### src/rtl/fft_8p_in_buffer.sv
// fft_8p_in_buffer: serial complex samples -> ping-pong N-sample frames for the FFT core.
// Build with FFT_IN_BITREV_EN defined to store sample k at address bitrev(k).
module fft_8p_in_buffer #(
    parameter int DATA_WIDTH = 16,
    parameter int N          = 8
) (
    input  logic                         clk,
    input  logic                         rst,
    input  logic                         s_valid,
    output logic                         s_ready,
    input  logic signed [DATA_WIDTH-1:0] s_real,
    input  logic signed [DATA_WIDTH-1:0] s_imag,
    input  logic                         s_last,
    output logic                         frame_valid,
    input  logic                         frame_ready,
    output logic signed [DATA_WIDTH-1:0] x_real [N-1:0],
    output logic signed [DATA_WIDTH-1:0] x_imag [N-1:0],
    output logic                         frame_err
);
    localparam int AW = $clog2(N);

    typedef enum logic [1:0] {EMPTY, FILLING, FULL} bank_st_e;

    bank_st_e                     st_q [2];
    bank_st_e                     st_d [2];
    logic                         wr_sel_q, wr_sel_d;
    logic                         rd_sel_q, rd_sel_d;
    logic [AW-1:0]                wr_cnt_q, wr_cnt_d;
    logic                         err_q, err_d;
    logic [N-1:0]                 mask_q [2];
    logic [N-1:0]                 mask_d;
    logic [N-1:0]                 onehot;
    logic signed [DATA_WIDTH-1:0] re_q [2][N];
    logic signed [DATA_WIDTH-1:0] im_q [2][N];
    logic signed [DATA_WIDTH-1:0] hold_re_q [N];
    logic signed [DATA_WIDTH-1:0] hold_im_q [N];
    logic                         accept, close, rel, last_idx;
    logic [AW-1:0]                wr_addr;

`ifdef FFT_IN_BITREV_EN
    function automatic logic [AW-1:0] bitrev(input logic [AW-1:0] a);
        logic [AW-1:0] r;
        for (int b = 0; b < AW; b++) r[b] = a[AW-1-b];
        return r;
    endfunction

    assign wr_addr = bitrev(wr_cnt_q);
`else
    assign wr_addr = wr_cnt_q;
`endif

    assign accept   = s_valid && s_ready;
    assign last_idx = (wr_cnt_q == AW'(N - 1));
    assign close    = accept && (last_idx || s_last);
    assign rel      = frame_valid && frame_ready;

    // Bank state register
    always_ff @(posedge clk) begin
        if (rst) begin
            st_q[0]  <= EMPTY;
            st_q[1]  <= EMPTY;
            wr_sel_q <= 1'b0;
            rd_sel_q <= 1'b0;
            wr_cnt_q <= '0;
            err_q    <= 1'b0;
        end else begin
            st_q[0]  <= st_d[0];
            st_q[1]  <= st_d[1];
            wr_sel_q <= wr_sel_d;
            rd_sel_q <= rd_sel_d;
            wr_cnt_q <= wr_cnt_d;
            err_q    <= err_d;
        end
    end

    // Release and close always target different banks, so both may apply on one edge
    always_comb begin
        for (int b = 0; b < 2; b++) begin
            st_d[b] = st_q[b];
            if (rel && (rd_sel_q == 1'(b))) st_d[b] = EMPTY;
            if (accept && (wr_sel_q == 1'(b))) st_d[b] = close ? FULL : FILLING;
        end
        wr_sel_d = close ? ~wr_sel_q : wr_sel_q;
        rd_sel_d = rel ? ~rd_sel_q : rd_sel_q;
        wr_cnt_d = close ? '0 : (accept ? wr_cnt_q + 1'b1 : wr_cnt_q);
        err_d    = err_q | (accept && (s_last != last_idx));
    end

    always_comb begin
        s_ready     = (st_q[wr_sel_q] != FULL);
        frame_valid = (st_q[rd_sel_q] == FULL);
        frame_err   = err_q;
    end

    // First sample of a frame restarts the written-address mask used for zero-padding
    always_comb begin
        onehot          = '0;
        onehot[wr_addr] = 1'b1;
        mask_d          = ((wr_cnt_q == '0) ? '0 : mask_q[wr_sel_q]) | onehot;
    end

    always_ff @(posedge clk) begin
        if (rst) begin
            for (int b = 0; b < 2; b++) begin
                mask_q[b] <= '0;
                for (int k = 0; k < N; k++) begin
                    re_q[b][k] <= '0;
                    im_q[b][k] <= '0;
                end
            end
        end else if (accept) begin
            re_q[wr_sel_q][wr_addr] <= s_real;
            im_q[wr_sel_q][wr_addr] <= s_imag;
            mask_q[wr_sel_q]        <= mask_d;
        end
    end

    // Outputs follow the read bank while it is full, otherwise replay the last frame shown
    always_comb begin
        for (int k = 0; k < N; k++) begin
            if (frame_valid) begin
                x_real[k] = mask_q[rd_sel_q][k] ? re_q[rd_sel_q][k] : '0;
                x_imag[k] = mask_q[rd_sel_q][k] ? im_q[rd_sel_q][k] : '0;
            end else begin
                x_real[k] = hold_re_q[k];
                x_imag[k] = hold_im_q[k];
            end
        end
    end

    always_ff @(posedge clk) begin
        for (int k = 0; k < N; k++) begin
            if (rst) begin
                hold_re_q[k] <= '0;
                hold_im_q[k] <= '0;
            end else begin
                hold_re_q[k] <= x_real[k];
                hold_im_q[k] <= x_imag[k];
            end
        end
    end

endmodule

### config.mk
export PLATFORM = sky130hd
export DESIGN_NAME = fft_8p_in_buffer
export DESIGN_NICKNAME = d
export VERILOG_FILES = /design/src/rtl/fft_8p_in_buffer.sv
export SDC_FILE = /design/constraint.sdc
export NUM_CORES = 1
export LEC_CHECK = 0
export CORE_MARGIN = 2
export CORE_UTILIZATION = 31
export CTS_CLUSTER_SIZE = 30
export DETAILED_ROUTE_END_ITERATION = 16
export DONT_BUFFER_PORTS = 1
export GPL_TIMING_DRIVEN = 0
export MAX_ROUTING_LAYER = met4
export PLACE_DENSITY = 0.56
export RECOVER_POWER = 100
export SETUP_SLACK_MARGIN = 0.3
export SYNTH_ARGS = -nofsm -noshare
export SYNTH_HDL_FRONTEND = slang
export SYNTH_SLANG_ARGS = --single-unit
### constraint.sdc
create_clock -name clk -period 6.8 [get_ports clk]
set_input_delay 0.68 -clock clk [delete_from_list [all_inputs] [get_ports clk]]
set_output_delay 0.68 -clock clk [all_outputs]
set_load 0.03 [all_outputs]
Word level (Yosys, flattened, before mapping). Memories as Yosys holds them, arrays and structs flattened. A register that Yosys moved wholly into a read port is not among the register bits. Index checks and enable logic that the tools add are counted. Widths: inputs -> output; s select.

Memories: 6. Logic and storage cells: 150. Input port bits: 37. Output and inout bits: 259. Register bits after elaboration: 6. Bits in writable memories: 788.

Memories: im_q (words 2, width 128, rd ports 1, clocked after memory_dff 1, wr ports 2, line 34) `logic signed [DATA_WIDTH-1:0] im_q [2][N];`; re_q (words 2, width 128, rd ports 1, clocked after memory_dff 1, wr ports 2, line 33) `logic signed [DATA_WIDTH-1:0] re_q [2][N];`; hold_im_q (words 8, width 16, rd ports 8, clocked after memory_dff 0, wr ports 8, line 36) `logic signed [DATA_WIDTH-1:0] hold_im_q [N];`; hold_re_q (words 8, width 16, rd ports 8, clocked after memory_dff 0, wr ports 8, line 35) `logic signed [DATA_WIDTH-1:0] hold_re_q [N];`; mask_q (words 2, width 8, rd ports 2, clocked after memory_dff 2, wr ports 2, line 30) `logic [N-1:0] mask_q [2];`; st_q (words 2, width 2, rd ports 2, clocked after memory_dff 2, wr ports 2, line 24) `bank_st_e st_q [2];`.

Reductions and logical operators: 18. Equality and inequality tests: 6. Bitwise logic cells: 23. Add/sub/neg operators: 1. Mux-type cells: 88. $lt $le $gt $ge: 4.

Operators by type and width (count): $mux 16 (49); $mux 128 (5); $reduce_or 128->1 (2); $demux 16 s3 (1); $mux 1 (23); $or 1x1->1 (19); $mux 8 (2); $mux 2 (7); $logic_and 1x1->1 (10); $or 8x8->8 (1); $reduce_or 8->1 (1); $ne 2x2->1 const B (3); $ge 4x4->1 const B (1); $lt 3x4->1 const B (1); $lt 4x1->1 const B (1); $not 3->4 (1); $reduce_and 2->1 (2); $add 3x1->3 const B (1); $demux 1 s3 (1); $eq 3x3->1 const B (1); $ge 3x1->1 const B (1); $logic_not 3->1 (1); $eq 2x2->1 const B (1); $not 1->1 (2); 3 further kinds (3).

Logic depth before layout (Yosys ltp). Gate-level depths: netlist of the first run.

Depth after elaboration: 8. Mapped depth: 8.

Worst setup path before layout of the first run. No wires, ideal clock.

Kind: input port to flip-flop. From: input s_valid. To: memory im_q[0][0] (netlist name), enable pin. Setup time: 428 ps. Cell stages on the path: 3. Arrival: 2751 ps. Setup slack: 3621 ps. Path through: buf_1 > nand4_1 > o21bai_1.

RTL lines: start: declaration (line 9) `input logic s_valid,`; end: declaration (line 34).

==> metrics.yaml, run 1 <==
floorplan:
  start_util_pct: 31.19
  die_w_um: 334.5
  placeableCoreArea_sq_um: 108600
  fp.dieArea_sq_um: 111900
  placement_rows: 121
  chipHeight_um: 334.5
  boundaryPins: 296
logic_synthesis:
  synth.area.top_cells: "sky130_fd_sc_hd__edfxtp_1 47%, sky130_fd_sc_hd__dfxtp_1 16%, sky130_fd_sc_hd__mux2i_1 7.8%"
  most_used_flip_flop_cell_after_synthesis: "sky130_fd_sc_hd__edfxtp_1"
  yosysWarningCount: 0
  netlist_top_cells_count: "532 x sky130_fd_sc_hd__edfxtp_1, 311 x sky130_fd_sc_hd__nor2_1, 291 x sky130_fd_sc_hd__nand2_1"
  synth_async_sr_flop_share_pct: 0
  yosys.cell_types.count: 36
  synth.cell_area_sq_um: 33850
  synth.most_common_cell: "sky130_fd_sc_hd__edfxtp_1"
  yosys_register_bits: 796
  synth.top_cell.area_share_pct: 47.19
  post-synth-top-area-cell: "sky130_fd_sc_hd__edfxtp_1"
  synth_area_per_cell_sq_um: 11.90
  synth_edf_count: 532
  synth.net_count: 2888
  synth_cells: 2845
  synth.yosys.seq_area_share_pct: 62.80
global_route:
  vias_in_the_first_global_route: 22200
  grt_max_degree: 31
  grt_antenna_before_repair: 10
  grtUsageTotal_pct: 22.53
  grt_first_pass_wirelength_um: 171800
  global_route.overflow_total: 0
sta:
  timing.max_slew.rel_slack_pct: -25.76
  post-route-worst-setup-slack_ps: 1938
  grt_setup_unrepaired: "false"
  clock-skew-final_ps: 32.69
  fin_crit_sh_pct: 71.51
  timing.final.max_slew_violations: 396
  post-route-min-period_ps: 4862
  finalHoldViolations: 0
  max_clock_freq_ghz: 0.2057
  timing_worst_slew_pin_value_ps: 1886
  hold_slack_ps: 283.5
  fin_tns_setup_ps: 0
  setup_viol: 0
setup_path:
  path_max_fanout: 10
  arrival_ps: 4180
  worst_setup_end_kind: "primary output"
  endpoint_of_the_lowest_slack_register_to_register_path: "im_q[0][114]"
  critical_path_class: "flip-flop to primary output"
  start_kind: "flip-flop"
  critPathRequiredTime_ps: 6120
  ff2ff_path_depth: 7
  setup.reg_to_reg.worst_slack_ps: 2030
run:
  drv.max_cap_violation_count: 21
power_and_ir_drop:
  share_comb_of_total_power_pct: 12.1
  vdd_drop_max_uv: 197.1
  powerDensity_nw_per_um2: 301.5
  p_seq_share_pct: 47.1
  power.net_switching_mw: 3.148
  power.share.switching_pct: 27.19
  clock_power_share_pct: 40.8
  cell_internal_pwr_mw: 8.429
  power_leakage_nw: 13.70
  finalPower_mw: 11.58
outcome:
  violations: "capacitance limit, slew limit"
  run_status: "finished, violations left"
cts:
  tritoncts.num_buffers: 85
  cts_hold_buffers: 0
  tritoncts: "built"
  h-tree-depth: 3
  post_cts_resize_count: 0
  cts_post_setup_buffers_inserted: 0
  ctsLongestPathBuffers: 3
  clk_pin_slew_ps: 70
  ctsRootBufferMaster: "sky130_fd_sc_hd__clkbuf_16"
  cts_num_sinks: 796
  clkLatencyLatePin_ps: 660
cells_and_area:
  final_design_area_no_fill_sq_um: 38400
  design.final.nets: 3011
  share_of_final_layout_standard_cells_stronger_than_drive_strength_1_pct: 11.48
  syn_to_final_growth_pct: 13.44
drt:
  drtAntennaViolNets: 0
  routed_via_density: 5.301
  routed-wl-met2_um: 57680
  drt_met1_wl_um: 50130
  drt_iter0_drc: 2738
  drc: 0
  total_routed_length_um: 125700
  detail_route.wl_per_cell_um: 28.20
  met3RoutedLength_um: 12170
  maxUsedRoutingLayer: "met4"
  drt_pre_antenna_iters: 5
  vias: 23630
placement:
  dp_hpwl_um: 89000
  setup_slack_at_placement_ps: 3024
  globalplace.congestion: 0.8788
  portBuffers: 0
  placed_cell_area_sq_um: 36580
worst_hold_path:
  hold_class: "primary input to flip-flop"
  worst_hold_path.endpoint: "re_q[1][120]"
  min_path_cells: 2
  min-delay-start: "s_real[8]"
==> worst max-delay path by stage <==
| stage | start | endpoint | slack (ps) | cells after the start |
|---|---|---|---|---|
| 2_1_floorplan | s_valid | im_q[0][0] | 3620 | 3 |
| 3_3_place_gp | flip-flop | im_q[1][16] | 2020 | 5 |
| 3_5_place_dp | flip-flop | x_imag[31] | 3020 | 7 |
| 4_1_cts | flip-flop | x_imag[31] | 2310 | 7 |
| 5_1_grt | flip-flop | x_imag[31] | 1780 | 7 |
| 6_report | flip-flop | x_real[93] | 1940 | 7 |
==> layer usage <==
metal	vias up	track usage [%]
met1	11820	27.99
met5	-	-
met4	0	9.335
met3	201	6.083
met2	964	34.66
li1	10650	-
==> critical path, cell delays in order (launching register included) <==
cell,delay (ps)
sky130_fd_sc_hd__dfxtp_1,300
sky130_fd_sc_hd__clkbuf_1,200
sky130_fd_sc_hd__nand3b_1,160
sky130_fd_sc_hd__clkbuf_1,680
sky130_fd_sc_hd__clkbuf_1,860
sky130_fd_sc_hd__clkbuf_1,660
sky130_fd_sc_hd__nand3_1,190
sky130_fd_sc_hd__nand2_1,460
==> power groups by stage <==
| stage | Combinational (mW) | Clock, mW | Sequential (mW) |
|---|---|---|---|
| after global placement | 1.39 | 0 | 5.56 |
| final | 1.40 | 4.72 | 5.46 |
| after global routing | 1.47 | 4.96 | 5.47 |
| after detailed placement | 1.46 | 0 | 5.55 |
| after CTS | 1.47 | 4.77 | 5.45 |
| after floorplan | 0.898 | 0 | 5.54 |
==> metrics by stage <==
| step | std cells | utilization, % |
|---|---|---|
| after floorplan | 2845 | - |
| after global placement | 4259 | 32.82 |
| after detailed placement | 4295 | 33.69 |
| after CTS | 4454 | 36.29 |
| after global routing | 4458 | 35.38 |
| final | 4458 | 35.38 |
==> logic make-up after synthesis <==
family | after synthesis | synth area share, %
adders and majority gates | 6 | 0.2217
buffers and inverters | 293 | 4.040
DFF | 796 | 62.80
muxes | 273 | 8.105
AOI/OAI and AO/OA | 550 | 13.15
and+or+nand+nor | 927 | 11.69
==> registers in the layout (all words and copies together), names as in the netlist, named ones only <==
register / cells
st_q: 4
rd_sel_q: 1
wr_addr: 3
mask_q: 16
hold_im_q: 128
im_q: 256
hold_re_q: 128
re_q: 256
frame_err: 1
wr_sel_q: 1
==> cells in the final DEF, fill, tap and decap left out, types with 3 or more instances in the layout <==
cell type                    Yosys  layout
sky130_fd_sc_hd__mux2_2          9       9
sky130_fd_sc_hd__diode_2         0       4
sky130_fd_sc_hd__a211o_1       258     258
sky130_fd_sc_hd__nor2_1        311     311
sky130_fd_sc_hd__clkbuf_16       0      90
sky130_fd_sc_hd__nand2_1       291     291
sky130_fd_sc_hd__buf_1          31      15
sky130_fd_sc_hd__nor3_1         35      35
sky130_fd_sc_hd__and3_1          3       3
sky130_fd_sc_hd__a21oi_1        89     133
sky130_fd_sc_hd__buf_6          21      21
sky130_fd_sc_hd__clkinvlp_4      0       4
sky130_fd_sc_hd__dfxtp_1       264     264
sky130_fd_sc_hd__ha_1            6       6
sky130_fd_sc_hd__clkinv_1        0       5
sky130_fd_sc_hd__clkbuf_8        0       7
sky130_fd_sc_hd__buf_2          79      49
sky130_fd_sc_hd__nand3_1       256     256
sky130_fd_sc_hd__clkbuf_1      120     225
sky130_fd_sc_hd__bufinv_16       0       6
sky130_fd_sc_hd__and3b_1         4       4
sky130_fd_sc_hd__inv_1          38      38
sky130_fd_sc_hd__edfxtp_1      532     532
sky130_fd_sc_hd__mux2i_1       264     264
sky130_fd_sc_hd__nor3b_1         4       4
sky130_fd_sc_hd__o21bai_1       16      16
sky130_fd_sc_hd__clkinv_2        0      18
sky130_fd_sc_hd__o31ai_1         3       3
sky130_fd_sc_hd__a21oi_2       178     134
sky130_fd_sc_hd__nand4_1        10      10
sky130_fd_sc_hd__or4_1           4       4
==> layout make-up <==
class                   count  area, sq um
inverters                  39        146.4
flip-flops and latches    796        21260
well taps                1414         1769
plain buffers             254         1180
multi-input cells        1756        11060
diodes                      4        10.01
clock inverters            39        382.9
fillers                 10590        70150
repair buffers             36        158.9
clock buffers             120         2435
(Power assumes the default switching activity.)
==> run 2, diff against run 1 <==
Settings changed: PLACE_DENSITY 0.56 to 0.57.
Clock period 6.8 ns to 4.4 ns, I/O delays scaled along.
==> run 2 against run 1 <==
The flow still finishes with violations (capacitance limit, slew limit). Core utilization barely moved. Highest routed layer unchanged. Wire length rose by 0.25%. Sequential share of layout area barely moved. Non-clock buffer count rose by 1.
==> metrics.yaml, run 2 (synthesis gave the netlist of run 1 again) <==
setup_path:
  critPathRequiredTime_ps: 3960  # was 6120 ps
  critical_path_class: "flip-flop to primary output"  # unchanged
  arrival_ps: 3630  # was 4180 ps
  start_kind: "flip-flop"  # unchanged
  worst_setup_end_kind: "primary output"  # unchanged
  path_max_fanout: 10  # unchanged
sta:
  clock-skew-final_ps: 31.21  # was 32.69 ps
  fin_tns_setup_ps: 0  # unchanged
  grt_setup_unrepaired: "false"  # unchanged
  setup_viol: 0  # unchanged
  post-route-worst-setup-slack_ps: 329.0  # was 1938 ps
  timing.max_slew.rel_slack_pct: -22.77  # was -25.76%
  fin_crit_sh_pct: 92.52
  finalHoldViolations: 0  # unchanged
  timing_worst_slew_pin_value_ps: 1842  # was 1886 ps
  max_clock_freq_ghz: 0.2456
  timing.final.max_slew_violations: 332  # was 396
  hold_slack_ps: 51.85  # was 283.5 ps
  post-route-min-period_ps: 4071
cts:
  cts_hold_buffers: 0  # unchanged
  ctsRootBufferMaster: "sky130_fd_sc_hd__clkbuf_16"  # unchanged
  h-tree-depth: 3  # unchanged
  clk_pin_slew_ps: 60  # was 70 ps
  cts_num_sinks: 796  # unchanged
  clkLatencyLatePin_ps: 650  # was 660 ps
  tritoncts: "built"  # unchanged
  tritoncts.num_buffers: 82  # was 85
  ctsLongestPathBuffers: 3  # unchanged
floorplan:
  die_w_um: 334.5  # unchanged
  start_util_pct: 31.19  # unchanged
  fp.dieArea_sq_um: 111900  # unchanged
  placeableCoreArea_sq_um: 108600  # unchanged
  chipHeight_um: 334.5  # unchanged
  placement_rows: 121  # unchanged
  boundaryPins: 296  # unchanged
cells_and_area:
  layout.cells.most_common: "sky130_fd_sc_hd__edfxtp_1"  # unchanged
  final_cell_mix: "532 x sky130_fd_sc_hd__edfxtp_1, 311 x sky130_fd_sc_hd__nor2_1, 291 x sky130_fd_sc_hd__nand2_1"  # unchanged
  design.final.nets: 3009  # was 3011
  top_regs: "im_q x256, re_q x256"  # unchanged
  finalCoreUtilization_pct: 35.40  # was 35.38%
  final_design_area_no_fill_sq_um: 38430  # was 38400 sq um
  share_of_final_layout_standard_cells_stronger_than_drive_strength_1_pct: 11.40  # was 11.48%
  syn_to_final_growth_pct: 13.51  # was 13.44%
  instances_no_fill: 4455  # was 4458
worst_hold_path:
  min-delay-start: "s_real[4]"  # was s_real[8]
  hold_class: "primary input to flip-flop"  # unchanged
placement:
  setup_slack_at_placement_ps: 880.5  # was 3024 ps
  portBuffers: 0  # unchanged
  numPlacedInstances: 4297  # was 4295
  globalplace.congestion: 0.8889  # was 0.8788
  placed_cell_area_sq_um: 36520  # was 36580 sq um
  dp_hpwl_um: 88970  # was 89000 um
drt:
  drc: 0  # unchanged
  drtAntennaViolNets: 0  # unchanged
  vias: 23830  # was 23.63k
  detail_route.wl_per_cell_um: 28.29  # was 28.20 um
  drt_pre_antenna_iters: 8  # was 5
  routed_via_density: 5.350  # was 5.301
  drt_iter0_drc: 2778  # was 2738
  total_routed_length_um: 126100  # was 125700 um
global_route:
  grt_max_degree: 31  # unchanged
  global_route.overflow_total: 0  # unchanged
  grtUsageTotal_pct: 22.45  # was 22.53%
  grt_first_pass_wirelength_um: 171200  # was 171800 um
  grt_antenna_before_repair: 5  # was 10
  vias_in_the_first_global_route: 22400  # was 22.20k
power_and_ir_drop:
  vdd_drop_max_uv: 263.4  # was 197.1 uV
  powerDensity_nw_per_um2: 458.9  # was 301.5 nW/um^2
  finalPower_mw: 17.64  # was 11.58 mW
  power_leakage_nw: 13.81  # was 13.70 nW
outcome:
  run_status: "finished, violations left"  # unchanged
  violations: "capacitance limit, slew limit"  # unchanged
run:
  drv.max_cap_violation_count: 14  # was 21
-- run 2: cell types whose count changed in the layout (fill, tap and decap cells not counted), sizes merged --
cell / delta
dlymetal6s4s: +5
clkbuf: -12
inv: +3
dlymetal6s2s: +6
clkinvlp: -2
clkinv: -4
bufinv: -5
buf: +4
diode: +2
-- run 2: worst paths after layout --
path	to	depth (start not counted)	slack, ps
worst max-delay path	x_real[71]	7	330
worst min-delay path	re_q[1][116]	2	50
worst max register to register	re_q[0][65]	6	480
worst min register to register	hold_im_q[1][1]	2	470
-- run 2: final cells by class --
cell class,instances,area (sq um)
Fill cell,10620,70120
Inverter,39,146.4
Timing Repair Buffer,38,296.5
Buffer,253,1172
Sequential cell,796,21260
Clock inverter,31,224.0
Clock buffer,122,2480
Multi-Input combinational cell,1756,11060
Tap cell,1414,1769
Antenna cell,6,15.01
-- run 2: per-layer routing --
metal	global-route usage, %	routed length [um]	share of wire [%]
met1	27.36	49510	39
met2	34.48	57600	46
met3	6.656	12980	10
met4	9.814	5956	4.7
met5	-	0	0
-- run 2: worst max-delay path, cell delays in order, from the launching register on --
cell and delay [ps]:
sky130_fd_sc_hd__dfxtp_1 310, sky130_fd_sc_hd__clkbuf_1 320, sky130_fd_sc_hd__buf_4 300, sky130_fd_sc_hd__clkbuf_1 560, sky130_fd_sc_hd__clkbuf_1 640, sky130_fd_sc_hd__mux2i_1 240
sky130_fd_sc_hd__a211o_1 290, sky130_fd_sc_hd__nand2_1 310
-- run 2: what timing repair did --
action	4_1_cts	5_1_grt
cloned	0	0
setup endpoints to repair	18	1
resized for setup	3	3
buffers inserted	0	0
-- run 2: where the power goes --
| part | internal [mW] | switching, mW |
|---|---|---|
| logic | 0.469 | 1.72 |
| clock network | 3.99 | 3.03 |
| registers | 8.34 | 0.0937 |
| total | 12.8 | 4.84 |
==> run 3, diff against run 2 <==
Settings changed: PLACE_DENSITY 0.57 to 0.56.
Clock period 4.4 ns to 5.12 ns, I/O delays scaled along.
==> run 3 against run 2 <==
The flow still finishes with violations (capacitance limit, slew limit). Flip-flop and latch count unchanged. Core utilization barely moved. Via count down 0.77%. Die area did not move. Power fell by 13%. Final area barely moved. Worst setup slack gained 270 ps. First-iteration DRC count shrank 7.7%. Critical endpoint is now re_q[0][35].
==> metrics.yaml, run 3 (synthesis gave the netlist of run 1 again) <==
setup_path:
  setup.reg_to_reg.worst_slack_ps: 600  # was 480 ps
  ff2ff_path_depth: 6  # unchanged
  critPathRequiredTime_ps: 5380  # was 3960 ps
  arrival_ps: 4780  # was 3630 ps
  start_kind: "flip-flop"  # unchanged
  path_max_fanout: 17  # was 10
  critical_path_class: "flip-flop to flip-flop"  # was flip-flop to primary output
  endpoint_of_the_lowest_slack_register_to_register_path: "re_q[0][35]"  # was re_q[0][65]
  worst_setup_end_kind: "flip-flop"  # was primary output
worst_hold_path:
  min-delay-start: "s_real[8]"  # was s_real[4]
  worst_hold_path.endpoint: "re_q[1][120]"  # was re_q[1][116]
  min_path_cells: 2  # unchanged
  hold_class: "primary input to flip-flop"  # unchanged
floorplan:
  fp.dieArea_sq_um: 111900  # unchanged
  placement_rows: 121  # unchanged
  boundaryPins: 296  # unchanged
  die_w_um: 334.5  # unchanged
  chipHeight_um: 334.5  # unchanged
  placeableCoreArea_sq_um: 108600  # unchanged
  start_util_pct: 31.19  # unchanged
cells_and_area:
  area_of_the_multi_input_gates_sq_um: 11050  # was 11060 sq um
  final_cell_mix: "532 x sky130_fd_sc_hd__edfxtp_1, 311 x sky130_fd_sc_hd__nor2_1, 291 x sky130_fd_sc_hd__nand2_1"  # unchanged
  layout.cells.most_common: "sky130_fd_sc_hd__edfxtp_1"  # unchanged
  sequential_cell_area_sq_um: 21260  # unchanged
  share_of_final_layout_standard_cells_stronger_than_drive_strength_1_pct: 10.89  # was 11.40%
  syn_to_final_growth_pct: 13.49  # was 13.51%
  finalCoreUtilization_pct: 35.39  # was 35.40%
  filler_cell_count: 10590  # was 10.62k
  design.final.nets: 3011  # was 3009
  top_regs: "im_q x256, re_q x256"  # unchanged
sta:
  finalHoldViolations: 0  # unchanged
  setup_viol: 0  # unchanged
  max_clock_freq_ghz: 0.2211
  timing.max_slew.rel_slack_pct: -26.34  # was -22.77%
  fin_crit_sh_pct: 88.32
  clock-skew-final_ps: 32.90  # was 31.21 ps
  fin_tns_setup_ps: 0  # unchanged
  hold_slack_ps: 112.0  # was 51.85 ps
  post-route-min-period_ps: 4522
  grt_setup_unrepaired: "false"  # unchanged
  timing_worst_slew_pin_value_ps: 1895  # was 1842 ps
  timing.final.max_slew_violations: 379  # was 332
cts:
  h-tree-depth: 3  # unchanged
  ctsRootBufferMaster: "sky130_fd_sc_hd__clkbuf_16"  # unchanged
  post_cts_resize_count: 0  # was 3
  clkLatencyLatePin_ps: 660  # was 650 ps
  cts_hold_buffers: 0  # unchanged
  tritoncts: "built"  # unchanged
  tritoncts.num_buffers: 85  # was 82
  ctsLongestPathBuffers: 3  # unchanged
  cts_num_sinks: 796  # unchanged
  clk_pin_slew_ps: 60  # about the same
  cts_post_setup_buffers_inserted: 0  # unchanged
drt:
  drt_iter0_drc: 2564  # was 2778
  drt_pre_antenna_iters: 5  # was 8
  detail_route.wl_per_cell_um: 28.20  # was 28.29 um
  total_routed_length_um: 125700  # was 126100 um
  drc: 0  # unchanged
  vias: 23650  # was 23.83k
  routed_via_density: 5.305  # was 5.350
  drtAntennaViolNets: 0  # unchanged
power_and_ir_drop:
  power_leakage_nw: 13.69  # was 13.81 nW
  p_seq_share_pct: 47.1  # was 47.8%
  powerDensity_nw_per_um2: 400.3  # was 458.9 nW/um^2
  cell_internal_pwr_mw: 11.20  # was 12.79 mW
  vdd_drop_max_uv: 265.7  # was 263.4 uV
  share_comb_of_total_power_pct: 12.1  # was 12.4%
  clock_power_share_pct: 40.8  # was 39.8%
  power.net_switching_mw: 4.184  # was 4.843 mW
  power.share.switching_pct: 27.20  # was 27.46%
global_route:
  grtUsageTotal_pct: 22.53  # was 22.45%
  vias_in_the_first_global_route: 22200  # was 22.40k
  grt_max_degree: 31  # unchanged
  grt_antenna_before_repair: 10  # was 5
  global_route.overflow_total: 0  # unchanged
  grt_first_pass_wirelength_um: 171800  # was 171200 um
placement:
  globalplace.congestion: 0.8788  # was 0.8889
  dp_hpwl_um: 89000  # was 88970 um
  portBuffers: 0  # unchanged
outcome:
  run_status: "finished, violations left"  # unchanged
  violations: "capacitance limit, slew limit"  # unchanged
run:
  drv.max_cap_violation_count: 20  # was 14
-- run 3: changes by cell type in the layout (fill, tap and decap cells not counted), moves of 3 or more --
cell | before | now
sky130_fd_sc_hd__dlymetal6s4s_1 | 5 | 0
sky130_fd_sc_hd__clkbuf_8 | 12 | 7
sky130_fd_sc_hd__buf_2 | 38 | 31
sky130_fd_sc_hd__dlymetal6s2s_1 | 6 | 0
sky130_fd_sc_hd__bufinv_16 | 1 | 6
sky130_fd_sc_hd__clkinv_1 | 8 | 5
sky130_fd_sc_hd__clkinv_2 | 13 | 18
sky130_fd_sc_hd__clkbuf_1 | 198 | 230
sky130_fd_sc_hd__clkbuf_2 | 10 | 0
-- run 3: area by class of cell --
| cell class | count | area share, % |
|---|---|---|
| timing repair buffer | 36 | 0.5373 |
| antenna | 4 | 0.02605 |
| clock inverter | 39 | 0.9965 |
| inverter | 39 | 0.3810 |
| buffer | 254 | 3.012 |
| tap | 1414 | 4.605 |
| sequential | 796 | 55.34 |
| multi-input combinational | 1756 | 28.77 |
| clock buffer | 120 | 6.337 |
-- run 3: power by group through the flow --
stage	registers [mW]	clock network (mW)	logic, mW
5_1_grt	7.27	6.59	1.95
2_1_floorplan	7.36	0	1.19
3_5_place_dp	7.37	0	1.94
3_3_place_gp	7.38	0	1.84
6_report	7.25	6.27	1.86
4_1_cts	7.24	6.33	1.95
-- run 3: worst max path at each step --
stage | start | end | slack [ps] | cells past startpoint
finish | flip-flop | re_q[0][35] | 600 | 6
global route | flip-flop | x_imag[121] | 360 | 8
CTS | flip-flop | x_imag[31] | 800 | 7
detailed placement | flip-flop | x_imag[31] | 1510 | 7
global placement | flip-flop | im_q[1][16] | 340 | 5
floorplan | wr_addr[2] | im_q[0][112] | 1980 | 6
-- run 3: metrics by stage --
stage,power (mW),instances,setup WS [ps],instance area (sq um)
finish,15.38,4458,597.9,38420
global route,15.81,4458,360.6,38420
CTS,15.52,4454,798.5,39390
detailed placement,9.312,4295,1512,36580
global placement,9.223,4259,343.2,35620
floorplan,8.552,2845,1979,33850
-- run 3: worst max-delay path: stages, from the launching register on --
cell and delay, ps:
sky130_fd_sc_hd__dfxtp_1 320, sky130_fd_sc_hd__clkbuf_1 290, sky130_fd_sc_hd__nand3b_1 210, sky130_fd_sc_hd__clkbuf_1 440, sky130_fd_sc_hd__nand4_1 510, sky130_fd_sc_hd__o21bai_1 1490
sky130_fd_sc_hd__clkbuf_1 840
-- run 3: metal layers --
| metal | routed length, um | GRT usage [%] | vias to the layer above |
|---|---|---|---|
| met5 | 0 | - | - |
| met4 | 5741 | 9.335 | 0 |
| met3 | 12720 | 6.083 | 204 |
| met2 | 57610 | 34.66 | 1013 |
| met1 | 49630 | 27.99 | 11790 |
| li1 | - | - | 10640 |
